## src/rtl/hls_deadlock_monitor_gen_if.sv

```systemverilog
// Handshake bundle between a deadlock monitor and the logic that feeds/observes it.
interface hls_deadlock_monitor_gen_if #(
  parameter int NUM_AXIS = 2,
  parameter int NUM_INST = 1
);
  logic [NUM_AXIS-1:0]   axis_block_sigs;
  logic [NUM_INST-1:0]   inst_idle_sigs;
  logic [NUM_INST-1:0]   inst_block_sigs;
  logic                  clear;
  logic [2*NUM_AXIS-1:0] axis_block_info;
  logic [NUM_INST-1:0]   inst_block_info;
  logic                  block;
  logic [15:0]           event_count;

  modport master (
    output axis_block_sigs, inst_idle_sigs, inst_block_sigs, clear,
    input  axis_block_info, inst_block_info, block, event_count
  );

  modport slave (
    input  axis_block_sigs, inst_idle_sigs, inst_block_sigs, clear,
    output axis_block_info, inst_block_info, block, event_count
  );
endinterface

```

## src/rtl/hls_deadlock_monitor_gen.sv

```systemverilog
// Deadlock monitor: flags a persistent stall on AXIS channels or sub-instances,
// reports per-source block codes and counts detections (saturating).
module hls_deadlock_monitor_gen #(
  parameter int NUM_AXIS       = 2,
  parameter int NUM_INST       = 1,
  parameter int PERSIST_CYCLES = 1,
  parameter int STICKY         = 0
) (
  input logic                        clock,
  input logic                        reset,
  hls_deadlock_monitor_gen_if.slave  mon
);

  localparam logic [1:0]  ST_IDLE    = 2'd0;
  localparam logic [1:0]  ST_PENDING = 2'd1;
  localparam logic [1:0]  ST_BLOCKED = 2'd2;
  localparam logic [15:0] PERSIST_W  = 16'(PERSIST_CYCLES);

  logic [1:0]            state_q, state_d;
  logic [15:0]           cnt_q, cnt_d;
  logic [2*NUM_AXIS-1:0] ainfo_q, ainfo_d, acode_s, axis_info_q, axis_info_d;
  logic [NUM_INST-1:0]   iinfo_q, iinfo_d, icode_s, inst_info_q, inst_info_d;
  logic                  block_q, block_d;
  logic [15:0]           event_count_q, event_count_d;
  logic                  cand_s;
  logic                  enter_s;
  logic                  accumulate_s;

  // Per-source block codes: even channels report 2'b10, odd channels 2'b01.
  always_comb begin
    acode_s = '0;
    for (int i = 0; i < NUM_AXIS; i++) begin
      if (mon.axis_block_sigs[i]) begin
        acode_s[2*i +: 2] = (i % 2 == 0) ? 2'b10 : 2'b01;
      end else begin
        acode_s[2*i +: 2] = 2'b00;
      end
    end
    icode_s = mon.inst_block_sigs & ~mon.inst_idle_sigs;
    cand_s  = (|mon.axis_block_sigs) | (|icode_s);
  end

  // Persistence FSM, info capture and detection counter next-state.
  always_comb begin
    state_d       = state_q;
    cnt_d         = cnt_q;
    event_count_d = event_count_q;
    accumulate_s  = (STICKY != 0) && (state_q == ST_BLOCKED);
    if (accumulate_s) begin
      ainfo_d = ainfo_q | acode_s;
      iinfo_d = iinfo_q | icode_s;
    end else begin
      ainfo_d = acode_s;
      iinfo_d = icode_s;
    end

    case (state_q)
      ST_IDLE: begin
        if (cand_s && (PERSIST_CYCLES == 1)) begin
          state_d = ST_BLOCKED;
          cnt_d   = 16'd0;
        end else if (cand_s) begin
          state_d = ST_PENDING;
          cnt_d   = 16'd1;
        end else begin
          cnt_d   = 16'd0;
        end
      end
      ST_PENDING: begin
        if (!cand_s) begin
          state_d = ST_IDLE;
          cnt_d   = 16'd0;
        end else if (cnt_q + 16'd1 == PERSIST_W) begin
          state_d = ST_BLOCKED;
          cnt_d   = 16'd0;
        end else begin
          cnt_d   = cnt_q + 16'd1;
        end
      end
      ST_BLOCKED: begin
        cnt_d = 16'd0;
        if ((STICKY == 0) && !cand_s) begin
          state_d = ST_IDLE;
        end else begin
          state_d = ST_BLOCKED;
        end
      end
      default: begin
        state_d = ST_IDLE;
        cnt_d   = 16'd0;
      end
    endcase

    // A clear pulse wins over any simultaneous stall indication.
    if (mon.clear) begin
      state_d = ST_IDLE;
      cnt_d   = 16'd0;
      ainfo_d = '0;
      iinfo_d = '0;
    end else begin
      state_d = state_d;
    end

    enter_s = (state_d == ST_BLOCKED) && (state_q != ST_BLOCKED);
    if (enter_s && (event_count_q != 16'hFFFF)) begin
      event_count_d = event_count_q + 16'd1;
    end else begin
      event_count_d = event_count_q;
    end

    block_d = (state_d == ST_BLOCKED);
    if (block_d) begin
      axis_info_d = ainfo_d;
      inst_info_d = iinfo_d;
    end else begin
      axis_info_d = '0;
      inst_info_d = '0;
    end
  end

  // State and output registers; reset overrides clear and stall inputs.
  always_ff @(posedge clock) begin
    if (reset) begin
      state_q       <= ST_IDLE;
      cnt_q         <= 16'd0;
      ainfo_q       <= '0;
      iinfo_q       <= '0;
      axis_info_q   <= '0;
      inst_info_q   <= '0;
      block_q       <= 1'b0;
      event_count_q <= 16'd0;
    end else begin
      state_q       <= state_d;
      cnt_q         <= cnt_d;
      ainfo_q       <= ainfo_d;
      iinfo_q       <= iinfo_d;
      axis_info_q   <= axis_info_d;
      inst_info_q   <= inst_info_d;
      block_q       <= block_d;
      event_count_q <= event_count_d;
    end
  end

  assign mon.block           = block_q;
  assign mon.axis_block_info = axis_info_q;
  assign mon.inst_block_info = inst_info_q;
  assign mon.event_count     = event_count_q;

endmodule

```

## src/flat_wrapper.sv

```systemverilog
// flat-port wrapper written by rule: the top's interface ports become plain ports
module hls_deadlock_monitor_gen_flat 
#(
  parameter int NUM_AXIS       = 2,
  parameter int NUM_INST       = 1,
  parameter int PERSIST_CYCLES = 1,
  parameter int STICKY         = 0
)
  (clock, reset, mon_axis_block_sigs, mon_inst_idle_sigs, mon_inst_block_sigs, mon_clear, mon_axis_block_info, mon_inst_block_info, mon_block, mon_event_count);
  hls_deadlock_monitor_gen_if #(.NUM_AXIS(NUM_AXIS), .NUM_INST(NUM_INST)) mon_i ();
  input logic clock;
  input logic reset;
  input wire logic [$bits(mon_i.axis_block_sigs)-1:0] mon_axis_block_sigs;
  input wire logic [$bits(mon_i.inst_idle_sigs)-1:0] mon_inst_idle_sigs;
  input wire logic [$bits(mon_i.inst_block_sigs)-1:0] mon_inst_block_sigs;
  input wire logic [$bits(mon_i.clear)-1:0] mon_clear;
  output wire logic [$bits(mon_i.axis_block_info)-1:0] mon_axis_block_info;
  output wire logic [$bits(mon_i.inst_block_info)-1:0] mon_inst_block_info;
  output wire logic [$bits(mon_i.block)-1:0] mon_block;
  output wire logic [$bits(mon_i.event_count)-1:0] mon_event_count;
  assign mon_i.axis_block_sigs = mon_axis_block_sigs;
  assign mon_i.inst_idle_sigs = mon_inst_idle_sigs;
  assign mon_i.inst_block_sigs = mon_inst_block_sigs;
  assign mon_i.clear = mon_clear;
  assign mon_axis_block_info = mon_i.axis_block_info;
  assign mon_inst_block_info = mon_i.inst_block_info;
  assign mon_block = mon_i.block;
  assign mon_event_count = mon_i.event_count;
  hls_deadlock_monitor_gen #(.NUM_AXIS(NUM_AXIS), .NUM_INST(NUM_INST), .PERSIST_CYCLES(PERSIST_CYCLES), .STICKY(STICKY)) u_core (.clock(clock), .reset(reset), .mon(mon_i));
endmodule
```

## config.mk

```make
export PLATFORM = sky130hd
export DESIGN_NAME = hls_deadlock_monitor_gen_flat
export DESIGN_NICKNAME = d
export VERILOG_FILES = /design/src/rtl/hls_deadlock_monitor_gen_if.sv /design/src/rtl/hls_deadlock_monitor_gen.sv /design/src/flat_wrapper.sv
export SDC_FILE = /design/constraint.sdc
export NUM_CORES = 1
export LEC_CHECK = 0
export CAP_MARGIN = 20
export CELL_PAD_IN_SITES_DETAIL_PLACEMENT = 1
export CELL_PAD_IN_SITES_GLOBAL_PLACEMENT = 2
export CORE_UTILIZATION = 32
export DETAILED_ROUTE_END_ITERATION = 6
export PLACE_DENSITY_LB_ADDON = 0.1
export SETUP_SLACK_MARGIN = 0.2
export SKIP_CTS_REPAIR_TIMING = 1
export SLEW_MARGIN = 25
export SYNTH_ARGS = -nofsm -noshare
export SYNTH_HDL_FRONTEND = slang
export SYNTH_SLANG_ARGS = --single-unit
```

## constraint.sdc

```tcl
create_clock -name clock -period 3.2 [get_ports clock]
set_input_delay 0.48 -clock clock [delete_from_list [all_inputs] [get_ports clock]]
set_output_delay 0.48 -clock clock [all_outputs]
set_load 0.01 [all_outputs]
```

======== Word-level counts from Yosys, hierarchy flattened ========
Index checks and enable logic that the tools add are counted.
word-level totals
  RAM bits ................................ 0
  bits of input ports ..................... 7
  bits in latches ......................... 0
  output and inout port bits .............. 22
  bits in registers ....................... 40
  ROM bits ................................ 0
  memories ................................ 0
operators by class
  divide/modulo/power cells ............... 0
  add/subtract/negate cells ............... 2
  $lt $le $gt $ge ......................... 0
  bitwise logic cells ..................... 6
  equality and inequality tests ........... 6
  reduce and logical (&&, ||, !) cells .... 6
  multipliers ............................. 0
  multiplexer cells ....................... 8
  shifts and indexed selects .............. 0
operators by type and width
  cell                     count
  $add A16 B1 Y16 const B  2
  $eq A16 B1 Y1 const B    1
  $ne A16 B16 Y1 const B   1
  $mux W2                  6
  $pmux W2 S3              1
  $reduce_or A5 Y1         1
  $eq A2 B2 Y1 const B     2
  $not A1 Y1               4
  $reduce_or A3 Y1         1
  $eq A2 B1 Y1 const B     1
  $logic_and A1 B1 Y1      2
  $logic_not A2 Y1         1
  $ne A2 B2 Y1 const B     1
  $reduce_or A2 Y1         1
  $and A1 B1 Y1            1
  $mux W1                  1
  $or A1 B1 Y1             1

======== Depth between registers and ports, before layout ========
Gate-level depths: netlist of run 1.
  depth after elaboration ................. 9
  depth in mapped cells ................... 10
  gate-level depth less buffers ........... 8

======== Worst setup path after synthesis of run 1 ========
No wires, ideal clock.
  path type ............................... reg-to-reg
  from .................................... register u_core.cnt_q[0]
  to ...................................... register u_core.event_count_q[8] (netlist: u_core.mon.event_count[8])
  arrival time ............................ 2.263 ns
  buffers on the path ..................... 1
  period minus slack after synthesis ...... 2.384 ns
  data required time ...................... 3.079 ns
  path slack .............................. 0.816 ns
  cell stages (with the launch flop) ...... 10
  path through ............................ dfxtp_1 -> ha_1 -> and4_1 -> and4_1 -> xnor2_1 -> nand4_1 -> o21a_1 -> buf_2 -> nor4_1 -> mux2_2
on the way
  word-level cells in the longest chain between the ends .. 9
RTL lines
  element                   RTL line                         text
  start: declaration        hls_deadlock_monitor_gen.sv:20   logic [15:0] cnt_q, cnt_d;
  start signal: assignment  hls_deadlock_monitor_gen.sv:134  cnt_q <= cnt_d;
  $add A16 B1 Y16           hls_deadlock_monitor_gen.sv:73   end else if (cnt_q + 16'd1 == PERSIST_W) begin
  $eq A16 B1 Y1             hls_deadlock_monitor_gen.sv:73
  $mux W2                   hls_deadlock_monitor_gen.sv:73
  $mux W2                   hls_deadlock_monitor_gen.sv:70   if (!cand_s) begin
  $pmux W2 S3               hls_deadlock_monitor_gen.sv:57   case (state_q)
  $mux W2                   hls_deadlock_monitor_gen.sv:95   if (mon.clear) begin
  $eq A2 B2 Y1              hls_deadlock_monitor_gen.sv:104  enter_s = (state_d == ST_BLOCKED) && (state_q != ST_BLOCKED);
  $logic_and A1 B1 Y1       hls_deadlock_monitor_gen.sv:104
  $logic_and A1 B1 Y1       hls_deadlock_monitor_gen.sv:105  if (enter_s && (event_count_q != 16'hFFFF)) begin
  end signal: assignment    hls_deadlock_monitor_gen.sv:140  event_count_q <= event_count_d;
  end: declaration          hls_deadlock_monitor_gen.sv:24   logic [15:0] event_count_q, event_count_d;
Every way passes these cells.
A chain may end at the register's enable or synchronous reset.

======== Final worst setup path of run 1 ========
Ends and elaborated chain as after synthesis.

==> impl_metrics.csv, run 1 <==
group,metric,value,unit
timing,finalMaxSlewViolations,0,
floorplanning,dieArea,6370,um^2
placement,port_buffers,26,
logic_synthesis,synth.cell_area,1940,um^2
timing,setup_viol,0,
timing,max_slew.worst_pin.slew,0.764,ns
detailed_routing,num_vias,1711,
logic_synthesis,yosysWarnings,0,
power,p_seq_share,54.9,%
detailed_routing,drt_iter0_markers,55,
global_route,overflow,0,
logic_synthesis,ys_ff_latch,38,
timing,skew,0.00892,ns
detailed_routing,wl_per_cell,14.3,um
power,switchingPower,0.203,mW
timing,finalCritPeriodShare,86.3,%
detailed_routing,drt_first_pass_iters,2,
placement,hpwl,3320,um
clock_network,htree_levels,2,
cells_and_area,nFillCells,684,
global_route,grt_pass1_wl,7770,um
hold_path,hold_path_class,"flop to flop",
logic_synthesis,ys.flop_type,"dfxtp_1",
worst_setup_path,critPathLaunchType,"flop",
floorplanning,die_y,79.8,um
floorplanning,die_w,79.8,um
worst_setup_path,cp-end-kind,"flop",
cells_and_area,diodes,0,
worst_setup_path,arrival,2.94,ns
clock_network,cts_tree,"done",
clock_network,clk_latency,0.28,ns
global_route,antenna_found_initial,0,
power,internal_power,0.672,mW
logic_synthesis,post-synth-top-area-cell,"dfxtp_1",
power,switching_share,23.2,%
power,combinationalPowerShare,5.2,%
cells_and_area,layoutNonFillerInstCount,324,
power,leakagePower,0.824,nW
worst_setup_path,crit_type,"flop to flop",
power,ir_worst_vdd,0.241,mV
clock_network,clock_path_buffers,2,
clock_network,path_clk_slew,0.08,ns
cells_and_area,seqCellArea,761,um^2
worst_setup_path,path_max_fanout,30,
timing,slew_headroom,48.7,%
logic_synthesis,synthCells,226,
cells_and_area,multiInputGateArea,1070,um^2
logic_synthesis,netlist_top_cells_count,"38 x dfxtp_1, 27 x nor2_1, 12 x a21oi_1, 12 x nand2_1",
clock_network,cts_made_buffers,5,
logic_synthesis,ys_types,47,
detailed_routing,drtAntennaViolNets,0,
cells_and_area,layout-area-overhead-vs-synth,22.0,%
clock_network,numClockSinks,38,
timing,hold_viol_final,0,
logic_synthesis,syn_avg_cell_area,8.57,um^2
logic_synthesis,synth-edff-count,0,
logic_synthesis,ys_seq_area_share,39.3,%
logic_synthesis,synth_area_leaders,"dfxtp_1 39%, nor2_1 5.2%, o31ai_1 3.9%",
timing,fmax,362,MHz
global_route,grt_pass1_vias,1565,
logic_synthesis,synth_most_common_cell,"dfxtp_1",
run_status,status,"complete, no violations",
worst_setup_path,critPathRequiredTime,3.38,ns
power,power,0.875,mW
detailed_routing,routed_via_density,5.28,
cells_and_area,nNetsFinal,261,
floorplanning,row_count,27,
logic_synthesis,yosysTopAreaCellShare,39.3,%
global_route,grt_max_degree,31,
detailed_routing,drcViolationCount,0,
logic_synthesis,async_flop_share,0,%
detailed_routing,routed_wl,4620,um
placement,dpl.cell_count,316,
placement,routabilityCongestion,0.743,
global_route,grt.total_usage,15.5,%
clock_network,cts-root-buf,"clkbuf_8",
power,powerDensity,370,nW/um^2
floorplanning,start_util,34.1,%
power,clkPwrFrac,39.9,%
run,maxCapViolations,0,
timing,min_period,2.76,ns
timing,setup_tns,0,ns
floorplanning,io_pins,29,
cells_and_area,layout-drive-gt1-share,9.92,%
timing,rsz0062_at_grt,"false",
floorplanning,core,5680,um^2
-- cell usage in the layout, fill, tap and decap left out, types with 5 or more instances in the layout --
cell and n:
nand2_1 12, dfxtp_1 38, nor2_1 27, and3_1 7, o31ai_1 10, clkbuf_8 6, xnor2_1 8, or4_1 9
xor2_1 8, nor4_1 5, clkdlybuf4s50_1 26, inv_1 11, a21oi_1 12, nand3_1 11
-- power by group through the flow --
stage,Clock [mW],Sequential (mW),Combinational (mW)
floorplan,0,0.493,0.0221
global placement,0,0.492,0.0460
detailed placement,0,0.492,0.0462
CTS,0.363,0.481,0.0462
global route,0.387,0.481,0.0511
finish,0.349,0.480,0.0457
-- sequential cells by signal, summed over array words and instances (netlist names) --
name	cells
u_core.mon.axis_block_info	2
u_core.cnt_q	16
u_core.mon.block	1
u_core.mon.inst_block_info	1
u_core.state_q	2
u_core.mon.event_count	16
-- worst max-delay path, stage by stage (launching register included) --
cell,delay (ns)
dfxtp_1,0.45
ha_1,0.29
and4_1,0.33
and4_1,0.23
xnor2_1,0.15
nand4_1,0.17
o21a_1,0.23
buf_12,0.16
nor4_1,0.27
mux2_2,0.36
-- layer usage --
| metal | GRT usage [%] | wire, um | vias to the layer above |
|---|---|---|---|
| li1 | - | - | 867 |
| met1 | 22.5 | 2530 | 814 |
| met2 | 22.9 | 1880 | 26 |
| met5 | 0 | 0 | - |
| met3 | 3.66 | 181 | 4 |
| met4 | 3.21 | 34 | 0 |
-- layout make-up --
type	count	share of cell area (%)
multi-input combinational	164	45.1
sequential	38	32.2
timing repair buffer	31	13.1
tap	72	3.81
clock buffer	6	3.49
inverter	11	1.75
clock inverter	2	0.529
-- metrics by stage --
stage	hold WS (ns)	cell area, um^2	setup slack [ns]	utilization [%]
floorplan	0.457	1940	0.816	-
global placement	0.492	2270	0.406	40.0
detailed placement	0.494	2270	0.361	40.0
CTS	0.504	2360	0.424	41.6
global route	0.534	2360	0.287	41.6
finish	0.505	2360	0.438	41.6
-- worst paths after layout --
kind                                                 from                                      end  slack [ns]  depth (start not counted)
hold / removal    u_core.mon.event_count[15]$_SDFFE_PP0P_  u_core.mon.event_count[15]$_SDFFE_PP0P_        0.51                          2
hold reg to reg   u_core.mon.event_count[15]$_SDFFE_PP0P_  u_core.mon.event_count[15]$_SDFFE_PP0P_        0.51                          2
setup / recovery               u_core.cnt_q[0]$_SDFF_PP0_   u_core.mon.event_count[8]$_SDFFE_PP0P_        0.44                          9
setup reg to reg               u_core.cnt_q[0]$_SDFF_PP0_   u_core.mon.event_count[8]$_SDFFE_PP0P_        0.44                          9
-- cells by family after synthesis --
kind of cell	after synthesis	share of synthesized area [%]
AO/OA/AOI/OAI	38	13.6
XOR/XNOR	16	7.24
adder cells (fa/ha/maj)	3	1.94
other	1	0.194
buffers and inverters	25	5.88
multiplexers	4	2.33
AND/OR/NAND/NOR	101	29.5
flip-flops	38	39.3
No activity file was read; power rests on OpenSTA's default activity.
==> run 2: changes to the inputs <==
--- a/config.mk
+++ b/config.mk
@@ -5,6 +5,7 @@
 export SDC_FILE = /design/constraint.sdc
 export NUM_CORES = 1
 export LEC_CHECK = 0
+export ABC_CLOCK_PERIOD_IN_PS = 3200
 export CAP_MARGIN = 20
 export CELL_PAD_IN_SITES_DETAIL_PLACEMENT = 1
 export CELL_PAD_IN_SITES_GLOBAL_PLACEMENT = 2
==> results of run 2 <==
The final DEF is identical to that of run 1; final timing and power are the same.
